**config.mk**
```make
export PLATFORM = sky130hd
export DESIGN_NAME = ex_div
export DESIGN_NICKNAME = d
export VERILOG_FILES = /design/src/rtl/ex_div_pkg.sv /design/src/rtl/ex_div_abs.sv /design/src/rtl/ex_div.sv
export SDC_FILE = /design/constraint.sdc
export NUM_CORES = 1
export LEC_CHECK = 0
export CAP_MARGIN = 30
export CORE_MARGIN = 3
export CORE_UTILIZATION = 53
export CTS_BUF_LIST = sky130_fd_sc_hd__clkbuf_8 sky130_fd_sc_hd__clkbuf_16
export CTS_CLUSTER_SIZE = 30
export DETAILED_ROUTE_END_ITERATION = 6
export PLACE_DENSITY = 0.89
export SYNTH_ARGS = -nofsm -noshare
export SYNTH_HDL_FRONTEND = slang
export SYNTH_SLANG_ARGS = --single-unit
```
**constraint.sdc**
```tcl
create_clock -name clk -period 4.8 [get_ports clk]
set_input_delay 0.96 -clock clk [delete_from_list [all_inputs] [get_ports clk]]
set_output_delay 0.96 -clock clk [all_outputs]
set_load 0.05 [all_outputs]
```
**src/rtl/ex_div_pkg.sv**
```systemverilog
// Shared divider definitions: funct3 encodings, FSM state encoding and iteration count.
package ex_div_pkg;

    localparam logic [2:0] INST_DIV  = 3'b100;
    localparam logic [2:0] INST_DIVU = 3'b101;
    localparam logic [2:0] INST_REM  = 3'b110;
    localparam logic [2:0] INST_REMU = 3'b111;

    localparam int DIV_ITER    = 32;
    localparam int DIV_STATE_W = 2;

    typedef enum logic [DIV_STATE_W-1:0] {
        DIV_IDLE = 2'd0,
        DIV_CALC = 2'd1,
        DIV_DONE = 2'd2
    } div_state_e;

    function automatic logic op_is_signed(input logic [2:0] op);
        return (op == INST_DIV) || (op == INST_REM);
    endfunction

    function automatic logic op_is_rem(input logic [2:0] op);
        return (op == INST_REM) || (op == INST_REMU);
    endfunction

    function automatic logic op_is_div_class(input logic [2:0] op);
        return (op == INST_DIV) || (op == INST_DIVU) || op_is_rem(op);
    endfunction

endpackage

```
**src/rtl/ex_div_abs.sv**
```systemverilog
// div_abs: combinational conditional two's-complement negate; zero latency, no flow control.
module div_abs #(
    parameter int W = 32
) (
    input  logic         neg,
    input  logic [W-1:0] din,
    output logic [W-1:0] dout
);

    assign dout = neg ? (W'(0) - din) : din;

endmodule

```
**src/rtl/ex_div.sv**
```systemverilog
// ex_div: radix-2 restoring divider for DIV/DIVU/REM/REMU; optional DIV_EARLY_OUT_EN exits early when |a| < |b|.
// Latency DATA_W+1 cycles (1 for x/0, signed overflow, early exit); stalls the pipeline through hold_flag_o.
module ex_div
    import ex_div_pkg::*;
#(
    parameter int DATA_W = DIV_ITER,
    parameter int CNT_W  = 6
) (
    input  logic              clk,
    input  logic              rstn,
    input  logic              start_i,
    input  logic              flush_i,
    input  logic [2:0]        op_i,
    input  logic [DATA_W-1:0] dividend_i,
    input  logic [DATA_W-1:0] divisor_i,
    input  logic [4:0]        rd_addr_i,
    output logic [DATA_W-1:0] result_o,
    output logic [4:0]        rd_addr_o,
    output logic              wen_o,
    output logic              busy_o,
    output logic              hold_flag_o
);

    localparam logic [DATA_W-1:0] MIN_NEG = {1'b1, {(DATA_W-1){1'b0}}};

    div_state_e        state_q, state_d;
    logic [2:0]        op_q;
    logic [4:0]        rd_q;
    logic              sgn_dvd_q, sgn_dvs_q;
    logic [DATA_W-1:0] quot_q, rem_q, dvs_q;
    logic [CNT_W-1:0]  cnt_q;
    logic              wen_q;

    logic              in_signed, in_rem, accept, div_zero, ovf, early, fast;
    logic [DATA_W-1:0] dvd_mag, dvs_mag, special_res;
    logic [DATA_W:0]   rem_sh, diff;
    logic              take, last;
    logic [DATA_W-1:0] rem_nx, quot_nx, quot_fix, rem_fix;

    assign in_signed = op_is_signed(op_i);
    assign in_rem    = op_is_rem(op_i);
    assign accept    = start_i && !flush_i && (state_q == DIV_IDLE) && op_is_div_class(op_i);

    div_abs #(.W(DATA_W)) u_abs_dvd (.neg(in_signed & dividend_i[DATA_W-1]), .din(dividend_i), .dout(dvd_mag));
    div_abs #(.W(DATA_W)) u_abs_dvs (.neg(in_signed & divisor_i[DATA_W-1]),  .din(divisor_i),  .dout(dvs_mag));

    assign div_zero = (divisor_i == '0);
    assign ovf      = in_signed && (dividend_i == MIN_NEG) && (divisor_i == '1);
`ifdef DIV_EARLY_OUT_EN
    assign early    = !div_zero && (dvd_mag < dvs_mag);
`else
    assign early    = 1'b0;
`endif
    assign fast     = div_zero || ovf || early;

    // Single-cycle outcomes: the raw dividend already carries the right remainder sign.
    always_comb begin
        special_res = '0;
        if (div_zero)
            special_res = in_rem ? dividend_i : '1;
        else if (ovf)
            special_res = in_rem ? '0 : MIN_NEG;
        else
            special_res = in_rem ? dividend_i : '0;
    end

    // One restoring step; rem_sh carries an extra bit since 2*rem can exceed DATA_W bits.
    assign rem_sh  = {rem_q, quot_q[DATA_W-1]};
    assign diff    = rem_sh - {1'b0, dvs_q};
    assign take    = !diff[DATA_W];
    assign rem_nx  = take ? diff[DATA_W-1:0] : rem_sh[DATA_W-1:0];
    assign quot_nx = {quot_q[DATA_W-2:0], take};
    assign last    = (cnt_q == CNT_W'(1));

    div_abs #(.W(DATA_W)) u_fix_quot (.neg(sgn_dvd_q ^ sgn_dvs_q), .din(quot_nx), .dout(quot_fix));
    div_abs #(.W(DATA_W)) u_fix_rem  (.neg(sgn_dvd_q),             .din(rem_nx),  .dout(rem_fix));

    always_ff @(posedge clk) begin
        if (!rstn)
            state_q <= DIV_IDLE;
        else
            state_q <= state_d;
    end

    always_comb begin
        state_d     = state_q;
        hold_flag_o = accept || (state_q == DIV_CALC);
        case (state_q)
            DIV_IDLE: if (accept) state_d = fast ? DIV_DONE : DIV_CALC;
            DIV_CALC: if (last)   state_d = DIV_DONE;
            DIV_DONE: state_d = DIV_IDLE;
            default:  state_d = DIV_IDLE;
        endcase
        if (flush_i)
            state_d = DIV_IDLE;
    end

    // The result is fixed up on the final step so wen_o is registered and lands in DONE.
    always_ff @(posedge clk) begin
        if (!rstn) begin
            op_q      <= '0;
            rd_q      <= '0;
            sgn_dvd_q <= 1'b0;
            sgn_dvs_q <= 1'b0;
            quot_q    <= '0;
            rem_q     <= '0;
            dvs_q     <= '0;
            cnt_q     <= '0;
            result_o  <= '0;
            rd_addr_o <= '0;
            wen_q     <= 1'b0;
        end else begin
            wen_q <= 1'b0;
            if (flush_i) begin
                cnt_q <= '0;
            end else begin
                case (state_q)
                    DIV_IDLE: begin
                        if (accept) begin
                            op_q      <= op_i;
                            rd_q      <= rd_addr_i;
                            sgn_dvd_q <= in_signed & dividend_i[DATA_W-1];
                            sgn_dvs_q <= in_signed & divisor_i[DATA_W-1];
                            quot_q    <= dvd_mag;
                            rem_q     <= '0;
                            dvs_q     <= dvs_mag;
                            cnt_q     <= CNT_W'(DATA_W);
                            if (fast) begin
                                result_o  <= special_res;
                                rd_addr_o <= rd_addr_i;
                                wen_q     <= 1'b1;
                            end
                        end
                    end
                    DIV_CALC: begin
                        quot_q <= quot_nx;
                        rem_q  <= rem_nx;
                        cnt_q  <= cnt_q - CNT_W'(1);
                        if (last) begin
                            result_o  <= op_is_rem(op_q) ? rem_fix : quot_fix;
                            rd_addr_o <= rd_q;
                            wen_q     <= 1'b1;
                        end
                    end
                    default: ;
                endcase
            end
        end
    end

    assign wen_o  = wen_q && !flush_i;
    assign busy_o = (state_q != DIV_IDLE);

endmodule
```
## Word level (Yosys, flattened, before mapping)

Cells that the tools add are included.

- Register bits after elaboration: 152
- Bits in latches: 0
- RAM bits: 0
- Memory bits (read-only): 0
- Input bits: 76
- Output and inout bits: 40
- Word-level logic and storage cells: 94
- Memories: 0

- Add/subtract/negate cells: 6
- $mul: 0
- Div/mod/pow operators: 0
- Magnitude comparators: 0
- Equal/unequal tests: 13
- Shift-type cells: 0
- Mux-type cells: 33
- Bitwise operators: 5
- Reduce and logical (&&, ||, !) cells: 25

Operators by type and width:

| cell | count |
|---|---|
| 32-bit two-way mux | 16 |
| 32-bit case mux with 2 select lines | 3 |
| 1-bit by 32-bit subtractor with 32-bit output (first input constant) | 4 |
| 32-bit equality test (second input constant) | 2 |
| 33-bit by 32-bit subtractor with 33-bit output | 1 |
| 32-bit logical NOT | 1 |
| 3-bit equality test (second input constant) | 6 |
| 5-bit two-way mux | 3 |
| 6-bit case mux with 2 select lines | 1 |
| 5-bit case mux with 2 select lines | 1 |
| 1-bit logical OR | 7 |
| 6-bit by 1-bit equality test with 1-bit output (second input constant) | 1 |
| 1-bit logical AND | 6 |
| 2-bit two-way mux | 3 |
| 6-bit two-way mux | 1 |
| 2-bit != test (second input constant) | 3 |
| 3-bit AND reduction | 2 |
| 6-bit by 1-bit subtractor with 6-bit output (second input constant) | 1 |
| 5-bit AND reduction | 1 |
| 2-bit case mux with 2 select lines | 1 |
| 2-bit AND reduction | 2 |
| 2-bit nonzero test | 2 |
| 1-bit two-way mux | 3 |
| 1-bit AND | 2 |
| 7 further kinds | 9 |

## Longest topological paths before layout

Gate-level depths: netlist of the first run.

- Depth in word-level cells: 9
- Mapped depth: 24

## Hierarchy

From an unflattened synthesis of the first run, not the netlist that was laid out.

- Cells, all modules: 1516
- Area total of the unflattened synthesis: 12032.8 sq um

By module, submodules not included:

| module | instances | cells each | area each (sq um) |
|---|---|---|---|
| ex_div | 1 | 1084 | 8964.8 |
| div_abs | 4 | 108 | 767.0 |

## Least setup slack after synthesis of the first run

Ideal clock, no wire load.

- Path kind: register -> register
- Start point: register quot_q[31]
- End point: register result_o[28]
- Arrival time: 4.536 ns
- Data required time: 4.677 ns
- Setup slack: 0.142 ns
- Cell stages (with the launch flop): 24
- Path buffers: 3
- Period minus slack after synthesis: 4.658 ns
- Cell sequence: dfxtp_1 -> inv_1 -> ha_1 -> fa_1 -> nor2b_4 -> o31a_1 -> o21ai_2 -> a311oi_2 -> o21a_1 -> nor2_1 -> inv_1 -> buf_2 -> buf_2 -> buf_2 -> o21ai_0 -> inv_1 -> ha_1 -> and3_1 -> and3_1 -> a41oi_2 -> or4_4 -> o31ai_2 -> xor2_1 -> o22ai_1

- Word-level cells in the longest chain between the ends: 7
- Elaborated cells between the ends (all ways): 10
- Classes of those cells: 3 x add/sub; 6 x mux; 1 x reduce/logical

Ends and longest elaborated chain:

| item | line | RTL |
|---|---|---|
| start, declared | ex_div.sv:30 | `logic [DATA_W-1:0] quot_q, rem_q, dvs_q;` |
| start signal, assigned | ex_div.sv:124 | `quot_q <= dvd_mag;` |
| start signal, assigned | ex_div.sv:136 | `quot_q <= quot_nx;` |
| 33-bit by 32-bit subtractor with 33-bit output | ex_div.sv:69 | `assign diff = rem_sh - {1'b0, dvs_q};` |
| 32-bit two-way mux or 1-bit logical NOT (tied branches) | ex_div.sv:71, ex_div.sv:70 |  |
| 1-bit by 32-bit subtractor with 32-bit output | ex_div_abs.sv:10 | `assign dout = neg ? (W'(0) - din) : din;` |
| 32-bit two-way mux | ex_div_abs.sv:10 |  |
| 32-bit two-way mux * | ex_div.sv:140 | `result_o <= op_is_rem(op_q) ? rem_fix : quot_fix;` |
| 32-bit two-way mux * | ex_div.sv:139 | `if (last) begin` |
| 32-bit case mux with 2 select lines * | ex_div.sv:117 | `case (state_q)` |
| end signal, assigned | ex_div.sv:129 | `result_o <= special_res;` |
| end signal, assigned | ex_div.sv:140 |  |
| end, declared | ex_div.sv:17 | `output logic [DATA_W-1:0] result_o,` |

Every way passes the cells marked *; elsewhere a longest branch is shown, timed or not. The select of a mux whose other input is x is not followed.
A chain may end at the register's enable or synchronous reset.

## Worst setup path after layout of the first run

Same ends and word-level chain as after synthesis.

==> results.sh, run 1 <==
export IMPL_outcome="finished with violations"
export IMPL_violations="DRC"
export IMPL_grt_remaining_overflow=0
export IMPL_max_slew_margin_rel_pct=31.8
export IMPL_antenna_violations_before_repair=0
export IMPL_cpPeakStageDelay_ns=0.62
export IMPL_number_of_max_slew_violations_in_the_final_report=0
export IMPL_path_delay_family="compound AO/OA/AOI/OAI gates"
export IMPL_num_nets_final=1805
export IMPL_finalWeightedCongestion=0.977
export IMPL_drc=11
export IMPL_synth_area_leaders="dfxtp_1 (26%), nor2_1 (7.4%), a21oi_1 (6.3%)"
export IMPL_critical_path_slowest_cell="or4_4"
export IMPL_worstSetupStartpointType="register"
export IMPL_maximum_number_of_pins_on_one_net_before_global_route_repair=104
export IMPL_path_cells="inv_1, ha_1, fa_1, nor2b_4, o31a_1, o21ai_2, a311oi_4, o21a_1, nor2_2, inv_2, nor2_1, a21oi_1, ha_2, and3_1, and3_1, a41oi_2, or4_4, o31ai_2, xor2_1, o22ai_1"
export IMPL_die_h_um=154
export IMPL_maximum_clock_path_buffer_count=2
export IMPL_synthesis_area_um2=11700
export IMPL_final_setup_tns_ns=0
export IMPL_fill_cells=1864
export IMPL_post_syn_instances=1627
export IMPL_final_core_utilization_pct=63.8
export IMPL_critical_path_buf_inv_count=2
export IMPL_grtUsageTotal_pct=31.4
export IMPL_fin_worst_skew_ns=0.00860
export IMPL_place_port_buffers=115
export IMPL_period_share_pct=94.8
export IMPL_worstSkewPairLatency_ns=0.43
export IMPL_static_leakage_power_nw=5.04
export IMPL_post_dp_hpwl_um=29100
export IMPL_timing_setup_critical_path_class="reg -> reg"
export IMPL_synth_seq_cells=151
export IMPL_yosysTopAreaCellShare_pct=25.9
export IMPL_crit_path_frequent_cell="and3_1"
export IMPL_worstPathArrival_ns=4.85
export IMPL_ys_flop_type="dfxtp_1"
export IMPL_synth_async_reset_ratio_pct=0
export IMPL_post_route_cell_area_um2=13600
export IMPL_hold_ws_ns=0.461
export IMPL_grt_pass1_wl_um=61700
export IMPL_final_report_hold_violation_count=0
export IMPL_synth_enable_flop_cells=0
export IMPL_crit_path_max_fanout=8
export IMPL_detailed_place_area_um2=13000
export IMPL_floorplan_rows=53
export IMPL_ir_worst_vdd_v=0.000243
export IMPL_yosysMostFrequentCell="nor2_1"
export IMPL_setup_violations=0
export IMPL_drt_antenna_violating_nets=0
export IMPL_syn_avg_cell_area_um2=7.18
export IMPL_synth_largest_area_cell="dfxtp_1"
export IMPL_timing_fmax_ghz=0.220
export IMPL_min_delay_path_class="reg -> reg"
export IMPL_numCtsBuffers=17
export IMPL_layout_drive_gt1_share_pct=6.06
export IMPL_clock_sink_count=151
export IMPL_design_die_area_um2=23800
export IMPL_post_drt_via_cell_ratio=6.59
export IMPL_setup_worst_path_end_class="register"
export IMPL_core_um2=21400
export IMPL_number_of_detailed_route_iterations_in_the_first_pass=7
export IMPL_die_w_um=154
export IMPL_initial_core_util_pct=54.7
export IMPL_finalCriticalPeriod_ns=4.55
export IMPL_pin_count=116
export IMPL_via_count_of_the_first_global_routing_pass=11800
export IMPL_post_synth_most_frequent_cells="nor2_1 (231), dfxtp_1 (151), nand2_1 (151)"
export IMPL_worstMarginPinSlew_ns=1.02
export IMPL_max_cap_violations=0
export IMPL_worst_ep_required_time_ns=5.10
export IMPL_layout_cells_non_filler=1975
export IMPL_post_synth_num_cell_types=83
export IMPL_tritoncts="built"
export IMPL_totalWireLength_um=39300
export IMPL_cts_root_buffer_cell="clkbuf_16"
export IMPL_yosys_warnings=0
export IMPL_pwr_density_cell_nw_per_um2=252
export IMPL_synth_yosys_seq_area_share_pct=25.9
export IMPL_area_growth_syn_to_layout_pct=16.7
export IMPL_clk_transition_reported_paths_ns=0.06
export IMPL_drtIter0Drc=1766
export IMPL_drt_wirelength_per_cell_um=19.9
export IMPL_antenna_diode_count=0
export IMPL_number_of_placed_instances_taps_included=1944
export IMPL_detailroute_via_count=13000
export IMPL_ctsHtreeMaxLevel=4
export IMPL_synth_fp_nets=1743
-- placed cells by master, fill, tap and decap left out, types with 18 or more instances in the layout --
cell | synthesis | final
nor2_1 | 231 | 229
nand2_1 | 151 | 151
dfxtp_1 | 151 | 151
o21ai_0 | 146 | 146
a21oi_1 | 146 | 145
clkdlybuf4s50_1 | 0 | 115
xnor2_1 | 76 | 76
a211oi_1 | 71 | 71
xor2_1 | 60 | 60
inv_1 | 53 | 53
ha_1 | 39 | 38
nor3_1 | 30 | 28
a31oi_1 | 28 | 28
buf_4 | 0 | 25
and2_1 | 22 | 22
nor4_1 | 22 | 21
nand4_1 | 21 | 21
o31ai_1 | 21 | 20
nand3_1 | 21 | 20
a22oi_1 | 18 | 18
-- sequential cells by signal (all words and copies together), names as in the netlist, 5 cells and up --
| name | flops |
|---|---|
| rd_q | 5 |
| cnt_q | 6 |
| dvs_q | 32 |
| rd_addr_o | 5 |
| quot_q | 32 |
| rem_q | 32 |
| result_o | 32 |
-- what timing repair did --
| action | in CTS | in global routing |
|---|---|---|
| endpoints found under the setup margin | 0 | 4 |
| buffers inserted | 0 | 1 |
| hold buffers | 0 | 0 |
| gates resized for setup | 0 | 10 |
| hold endpoints to repair | 0 | 0 |
-- report_power, final --
part           switching [mW]  leakage, nW  internal [mW]
logic                   0.547         3.56          0.335
registers              0.0289         1.22           1.28
clock network           0.560        0.264          0.683
total                    1.13         5.04           2.30
-- cells by family (layout without fill, tap and decap cells) --
logic type	after synthesis	count (layout)	synth area share, %
mux	17	17	1.48
compound gates	551	551	30.2
buf+inv	156	229	5.23
fa+ha+maj	40	40	4.35
flops	151	151	25.9
xor+xnor	136	136	10.2
simple gates	576	576	22.7
-- cell type report --
type                    count  area, um^2  area share (%)
flip-flops and latches    151        3020            22.2
multi-input cells        1320        8110            59.5
repair buffers            144        1410            10.3
inverters                  55         208            1.52
clock buffers              19         453            3.32
well taps                 275         344            2.53
clock inverters            11        80.1           0.588
-- per-stage QoR --
step	total power, mW	setup WS [ns]
final	3.43	0.251
after global routing	3.55	-0.00673
after CTS	3.39	0.159
after global placement	2.15	0.364
after detailed placement	2.17	0.157
after floorplan	1.89	0.142
-- worst reg2reg max path, delay by kind of cell, from the launching register on --
family | cells | cell delay (ns)
AOI/OAI and AO/OA | 8 | 1.50
and+or+nand+nor | 6 | 1.29
adders and majority gates | 3 | 0.96
DFF | 1 | 0.33
buffers and inverters | 2 | 0.20
xor gates and xnor gates | 1 | 0.17
-- path summary, 6_finish.rpt --
kind / depth (start not counted) / start / slack (ns) / endpoint
worst max-delay path: 20 / quot_q[31]$_SDFFE_PN0P_ / 0.25 / result_o[28]$_SDFFE_PN0P_
worst min-delay path: 2 / rd_q[4]$_SDFFE_PN0P_ / 0.46 / rd_q[4]$_SDFFE_PN0P_
worst max register to register: 20 / quot_q[31]$_SDFFE_PN0P_ / 0.25 / result_o[28]$_SDFFE_PN0P_
worst min register to register: 2 / rd_q[4]$_SDFFE_PN0P_ / 0.46 / rd_q[4]$_SDFFE_PN0P_
-- metal layers --
layer / up-vias / wire length, um / GRT usage, %
li1: 6021 / - / -
met1: 5929 / 15700 / 41.6
met2: 868 / 17300 / 49.4
met3: 192 / 4540 / 7.64
met4: 0 / 1760 / 12.2
met5: - / 0 / 0
Power figures use the tool's default switching activity.
==> run 2, diff against run 1 <==
--- a/config.mk
+++ b/config.mk
@@ -6,12 +6,16 @@
 export NUM_CORES = 1
 export LEC_CHECK = 0
 export CAP_MARGIN = 30
+export CELL_PAD_IN_SITES_DETAIL_PLACEMENT = 1
+export CELL_PAD_IN_SITES_GLOBAL_PLACEMENT = 2
 export CORE_MARGIN = 3
-export CORE_UTILIZATION = 53
+export CORE_UTILIZATION = 30
 export CTS_BUF_LIST = sky130_fd_sc_hd__clkbuf_8 sky130_fd_sc_hd__clkbuf_16
 export CTS_CLUSTER_SIZE = 30
 export DETAILED_ROUTE_END_ITERATION = 6
-export PLACE_DENSITY = 0.89
+export GPL_TIMING_DRIVEN = 0
+export PLACE_DENSITY = 0.88
+export SLEW_MARGIN = 20
 export SYNTH_ARGS = -nofsm -noshare
 export SYNTH_HDL_FRONTEND = slang
 export SYNTH_SLANG_ARGS = --single-unit
==> run 2 against run 1 <==
Effect of this change: the run now ends clean; largest cell class unchanged; critical endpoint is now result_o[26]$_SDFFE_PN0P_; highest routed layer unchanged; clock power up 15%; non-clock buffer count grew 86; cell area rose by 6.1%; combinational power rose by 11%.
==> results.sh, run 2 (same netlist as run 1, synthesis figures left out) <==
export IMPL_drc=0
export IMPL_post_cts_hold_buffer_count=0
export IMPL_post_route_cell_area_um2=14500
export IMPL_drtIter0Drc=1193
export IMPL_worstSkewPairLatency_ns=0.45
export IMPL_detailed_place_area_um2=13500
export IMPL_setup_violations=0
export IMPL_clk_transition_reported_paths_ns=0.07
export IMPL_worstMarginPinSlew_ns=0.855
export IMPL_fill_cells=4830
export IMPL_total_power_mw=3.71
export IMPL_ctsHtreeMaxLevel=4
export IMPL_critical_path_buf_inv_count=5
export IMPL_via_count_of_the_first_global_routing_pass=13400
export IMPL_static_leakage_power_nw=5.21
export IMPL_maximum_number_of_pins_on_one_net_before_global_route_repair=20
export IMPL_clock_sink_count=151
export IMPL_die_h_um=203
export IMPL_path_delay_family="compound AO/OA/AOI/OAI gates"
export IMPL_period_share_pct=97.3
export IMPL_setup_reg_to_reg_worst_slack_ns=0.13
export IMPL_final_setup_slack_of_the_worst_path_ns=0.129
export IMPL_area_growth_syn_to_layout_pct=23.9
export IMPL_timing_fmax_ghz=0.214
export IMPL_crit_path_max_fanout=11
export IMPL_number_of_detailed_route_iterations_in_the_first_pass=5
export IMPL_setup_repair_after_global_routing_missed_its_margin="false"
export IMPL_layout_drive_gt1_share_pct=8.29
export IMPL_design_die_area_um2=41300
export IMPL_floorplan_rows=71
export IMPL_grt_remaining_overflow=0
export IMPL_antenna_violations_before_repair=0
export IMPL_outcome="finished, final reports clean"
export IMPL_totalWireLength_um=52300
export IMPL_cts_root_buffer_cell="clkbuf_16"
export IMPL_number_of_placed_instances_taps_included=2252
export IMPL_pwr_density_cell_nw_per_um2=257
export IMPL_worst_ep_required_time_ns=5.10
export IMPL_place_port_buffers=114
export IMPL_multi_input_comb_area_um2=8270
export IMPL_max_cap_violations=0
export IMPL_max_slew_margin_rel_pct=42.5
export IMPL_grt_pass1_wl_um=79900
export IMPL_mostFrequentLayoutCell="nor2_1"
export IMPL_post_drt_via_cell_ratio=5.76
export IMPL_final_core_utilization_pct=38.0
export IMPL_path_cells="inv_1, ha_2, o21a_1, o211a_1, o21ai_4, a311oi_4, nor3_2, nor2_2, inv_4, buf_12, buf_12, nand2_1, o21ai_2, inv_2, ha_4, and3_4, and3_4, a41oi_2, or4_4, a21o_1, a31oi_4, a211oi_2"
export IMPL_worstPathArrival_ns=4.97
export IMPL_number_of_max_slew_violations_in_the_final_report=0
export IMPL_tritoncts="built"
export IMPL_layout_cells_non_filler=2297
export IMPL_detailroute_via_count=13200
export IMPL_pin_count=116
export IMPL_drt_antenna_violating_nets=0
export IMPL_finalWeightedCongestion=0.937
export IMPL_post_dp_hpwl_um=41900
export IMPL_worstSetupStartpointType="register"
export IMPL_layout_common_cells="nor2_1 (230), nand2_1 (150), dfxtp_1 (143)"
export IMPL_numCtsBuffers=17
export IMPL_antenna_diode_count=0
export IMPL_hold_ws_ns=0.460
export IMPL_grtUsageTotal_pct=24.8
export IMPL_die_w_um=203
export IMPL_min_delay_path_class="reg -> reg"
export IMPL_final_setup_tns_ns=0
export IMPL_critical_path_slowest_cell="or4_4"
export IMPL_ir_worst_vdd_v=0.000271
export IMPL_cpPeakStageDelay_ns=0.65
export IMPL_ff_latch_area_um2=3030
export IMPL_finalCriticalPeriod_ns=4.67
export IMPL_final_report_hold_violation_count=0
export IMPL_initial_core_util_pct=30.7
export IMPL_num_nets_final=1891
export IMPL_dp_worst_setup_slack_ns=-1.47
export IMPL_setup_worst_path_end_class="register"
export IMPL_core_um2=38000
export IMPL_timing_setup_critical_path_class="reg -> reg"
export IMPL_fin_worst_skew_ns=0.0152
export IMPL_maximum_clock_path_buffer_count=2
export IMPL_drt_wirelength_per_cell_um=22.8
run 2: cell types whose count changed in the layout (fill, tap and decap cells not counted), moves of 5 or more:
cell      previous run  this run
dfxtp_2              0         8
buf_2                0        12
clkbuf_1             0        72
ha_1                38        33
dfxtp_1            151       143
a21oi_1            145       140
buf_4               25        18
run 2: worst paths after layout:
check | startpoint | end | cells after the start
worst min register to register | rd_q[3]$_SDFFE_PN0P_ | rd_q[3]$_SDFFE_PN0P_ | 2
worst min-delay path | rd_q[3]$_SDFFE_PN0P_ | rd_q[3]$_SDFFE_PN0P_ | 2
worst max-delay path | dvs_q[6]$_SDFFE_PN0P_ | result_o[26]$_SDFFE_PN0P_ | 22
worst max register to register | dvs_q[6]$_SDFFE_PN0P_ | result_o[26]$_SDFFE_PN0P_ | 22
run 2: power breakdown:
| group | internal [mW] | leakage [nW] | switching (mW) |
|---|---|---|---|
| combinational | 0.363 | 3.70 | 0.618 |
| sequential | 1.28 | 1.23 | 0.0299 |
| clock | 0.811 | 0.286 | 0.606 |
run 2: cell type report:
class	count	share of cell area [%]
Inverter	55	1.46
Multi-Input combinational cell	1320	57.2
Timing Repair Buffer	132	8.82
Clock inverter	13	1.10
Tap cell	511	4.42
Clock buffer	17	2.94
Buffer	98	3.12
Sequential cell	151	21.0
run 2: worst register-to-register path, cell delays in order, from the launching register on:
cell and delay [ns]:
dfxtp_1 0.46, inv_1 0.09, ha_2 0.42, o21a_1 0.17, o211a_1 0.21, o21ai_4 0.10
a311oi_4 0.37, nor3_2 0.12, nor2_2 0.17, inv_4 0.08, buf_12 0.13, buf_12 0.14
nand2_1 0.09, o21ai_2 0.07, inv_2 0.07, ha_4 0.14, and3_4 0.18, and3_4 0.19
a41oi_2 0.07, or4_4 0.65, a21o_1 0.23, a31oi_4 0.27, a211oi_2 0.11
run 2: layer usage:
layer / up-vias / routed length, um / global-route usage (%)
li1: 6185 / - / -
met1: 6514 / 23600 / 33.7
met2: 454 / 23500 / 39.3
met3: 85 / 3810 / 5.32
met4: 0 / 1410 / 7.42
met5: - / 0 / 0
run 2: what timing repair did:
item                                    CTS  global route
endpoints found under the setup margin   24            29
buffers inserted                          7            10
gates cloned                              0             0
resized for setup                        34            51
pin swaps                                 8            11
==> run 3, diff against run 2 <==
--- a/config.mk
+++ b/config.mk
@@ -15,7 +15,8 @@
 export DETAILED_ROUTE_END_ITERATION = 6
 export GPL_TIMING_DRIVEN = 0
 export PLACE_DENSITY = 0.88
-export SLEW_MARGIN = 20
+export RECOVER_POWER = 100
+export SLEW_MARGIN = 30
 export SYNTH_ARGS = -nofsm -noshare
 export SYNTH_HDL_FRONTEND = slang
 export SYNTH_SLANG_ARGS = --single-unit
==> run 3 against run 2 <==
Effect of this change: global-route usage is the same; worst setup slack lost 0.0052 ns; non-clock buffer count shrank 3; sequential power is essentially flat; utilization shrank 0.085 points; first-iteration DRC count shrank 1.2%; power shrank 0.23%; via count grew 0.13%; die area is the same; critical path type unchanged; largest cell class unchanged; highest routed layer unchanged.
==> results.sh, run 3 (same netlist as run 1, synthesis figures left out) <==
export IMPL_tritoncts="built"
export IMPL_design_die_area_um2=41300
export IMPL_drtIter0Drc=1179
export IMPL_hold_ws_ns=0.462
export IMPL_setup_violations=0
export IMPL_floorplan_rows=71
export IMPL_area_growth_syn_to_layout_pct=23.6
export IMPL_timing_setup_critical_path_class="reg -> reg"
export IMPL_initial_core_util_pct=30.7
export IMPL_clk_transition_reported_paths_ns=0.07
export IMPL_antenna_violations_before_repair=0
export IMPL_ir_worst_vdd_v=0.000271
export IMPL_finalCriticalPeriod_ns=4.68
export IMPL_mostFrequentLayoutCell="nor2_1"
export IMPL_clock_sink_count=151
export IMPL_worstMarginPinSlew_ns=0.851
export IMPL_worstSkewPairLatency_ns=0.45
export IMPL_timing_fmax_ghz=0.214
export IMPL_post_drt_via_cell_ratio=5.78
export IMPL_final_setup_slack_of_the_worst_path_ns=0.124
export IMPL_numCtsBuffers=17
export IMPL_die_w_um=203
export IMPL_final_report_hold_violation_count=0
export IMPL_max_cap_violations=0
export IMPL_drt_wirelength_per_cell_um=22.7
export IMPL_period_share_pct=97.4
export IMPL_outcome="finished, final reports clean"
export IMPL_worstPathArrival_ns=4.98
export IMPL_number_of_max_slew_violations_in_the_final_report=0
export IMPL_detailroute_via_count=13300
export IMPL_min_delay_path_depth=2
export IMPL_maximum_number_of_pins_on_one_net_before_global_route_repair=20
export IMPL_num_nets_final=1888
export IMPL_crit_path_max_fanout=11
export IMPL_layout_drive_gt1_share_pct=8.08
export IMPL_totalWireLength_um=52200
export IMPL_total_power_mw=3.70
export IMPL_pwr_density_cell_nw_per_um2=257
export IMPL_fin_worst_skew_ns=0.0160
export IMPL_number_of_detailed_route_iterations_in_the_first_pass=5
export IMPL_drt_antenna_violating_nets=0
export IMPL_layout_common_cells="nor2_1 (229), nand2_1 (151), o21ai_0 (143), dfxtp_1 (143), a21oi_1 (140)"
export IMPL_pin_count=116
export IMPL_dp_worst_setup_slack_ns=-1.47
export IMPL_post_cts_hold_buffer_count=0
export IMPL_maximum_clock_path_buffer_count=2
export IMPL_grt_pass1_wl_um=79900
export IMPL_place_port_buffers=114
export IMPL_antenna_diode_count=0
export IMPL_max_slew_margin_rel_pct=42.8
export IMPL_grtUsageTotal_pct=24.8
export IMPL_min_delay_path_class="reg -> reg"
export IMPL_static_leakage_power_nw=5.33
export IMPL_worst_ep_required_time_ns=5.10
export IMPL_grt_remaining_overflow=0
export IMPL_finalWeightedCongestion=0.937
export IMPL_fill_cells=4827
export IMPL_register_to_register_path_depth=23
export IMPL_ctsHtreeMaxLevel=4
export IMPL_drc=0
export IMPL_post_dp_hpwl_um=41900
export IMPL_worstSetupStartpointType="register"
export IMPL_core_um2=38000
export IMPL_cts_root_buffer_cell="clkbuf_16"
export IMPL_setup_worst_path_end_class="register"
export IMPL_die_h_um=203
export IMPL_via_count_of_the_first_global_routing_pass=13400
==> run 3: changes by cell type in the layout (fill, tap and decap cells not counted), sizes merged <==
cell and delta:
buf -3, dlygate4sd3 +42, clkdlybuf4s50 -42
==> run 3: repair_timing <==
| action | in CTS | in global routing |
|---|---|---|
| gates resized for setup | 34 | 48 |
| setup endpoints to repair | 24 | 29 |
| pin swaps | 8 | 11 |
| buffers inserted | 7 | 8 |
==> run 3: critical path, cell delays in order (launching register included) <==
cell and delay, ns:
dfxtp_2 0.35, inv_4 0.06, ha_4 0.16, fa_2 0.39
nor2b_4 0.15, o31a_1 0.21, o21ai_4 0.09, a311oi_4 0.37
nor3_2 0.12, nor2_2 0.17, inv_4 0.08, buf_8 0.15
buf_12 0.15, nand2_1 0.08, o21ai_2 0.07, inv_2 0.07
ha_4 0.14, and3_4 0.18, and3_4 0.19, a41oi_2 0.07
or4_4 0.64, a21o_1 0.23, a31oi_4 0.28, a211oi_2 0.11
==> run 3: layout make-up <==
type                       instances  area [um^2]  area share (%)
inverter                          55          211            1.47
sequential                       151         3030            21.0
clock buffer                      17          425            2.95
clock inverter                    13          159            1.10
multi-input combinational       1320         8260            57.3
buffer                            98          447            3.10
tap                              511          639            4.43
timing repair buffer             129         1250            8.69
==> run 3: per-layer routing <==
metal / GRT usage (%) / vias up / wire, um
met3: 5.32 / 82 / 3680
met4: 7.42 / 0 / 1340
met2: 39.3 / 456 / 23400
met5: 0 / - / 0
li1: - / 6178 / -
met1: 33.7 / 6539 / 23700
==> run 3: per-stage QoR <==
stage	cell area, um^2	setup TNS, ns	utilization [%]	std cells
2_1_floorplan	11700	0	-	1627
3_3_place_gp	13500	-18.49	35.4	2252
3_5_place_dp	13500	-22.04	35.4	2252
4_1_cts	14200	0	37.4	2288
5_1_grt	14400	-0.0122	38.0	2294
6_report	14400	0	38.0	2294
==> run 3: path summary, 6_finish.rpt <==
path	from	endpoint	slack, ns
worst max register to register	quot_q[31]$_SDFFE_PN0P_	result_o[26]$_SDFFE_PN0P_	0.12
worst max-delay path	quot_q[31]$_SDFFE_PN0P_	result_o[26]$_SDFFE_PN0P_	0.12
worst min-delay path	rd_q[3]$_SDFFE_PN0P_	rd_q[3]$_SDFFE_PN0P_	0.46
worst min register to register	rd_q[3]$_SDFFE_PN0P_	rd_q[3]$_SDFFE_PN0P_	0.46
==> run 3: where the power goes <==
group          internal [mW]  switching, mW
clock network          0.811          0.607
registers               1.28         0.0300
logic                  0.358          0.614
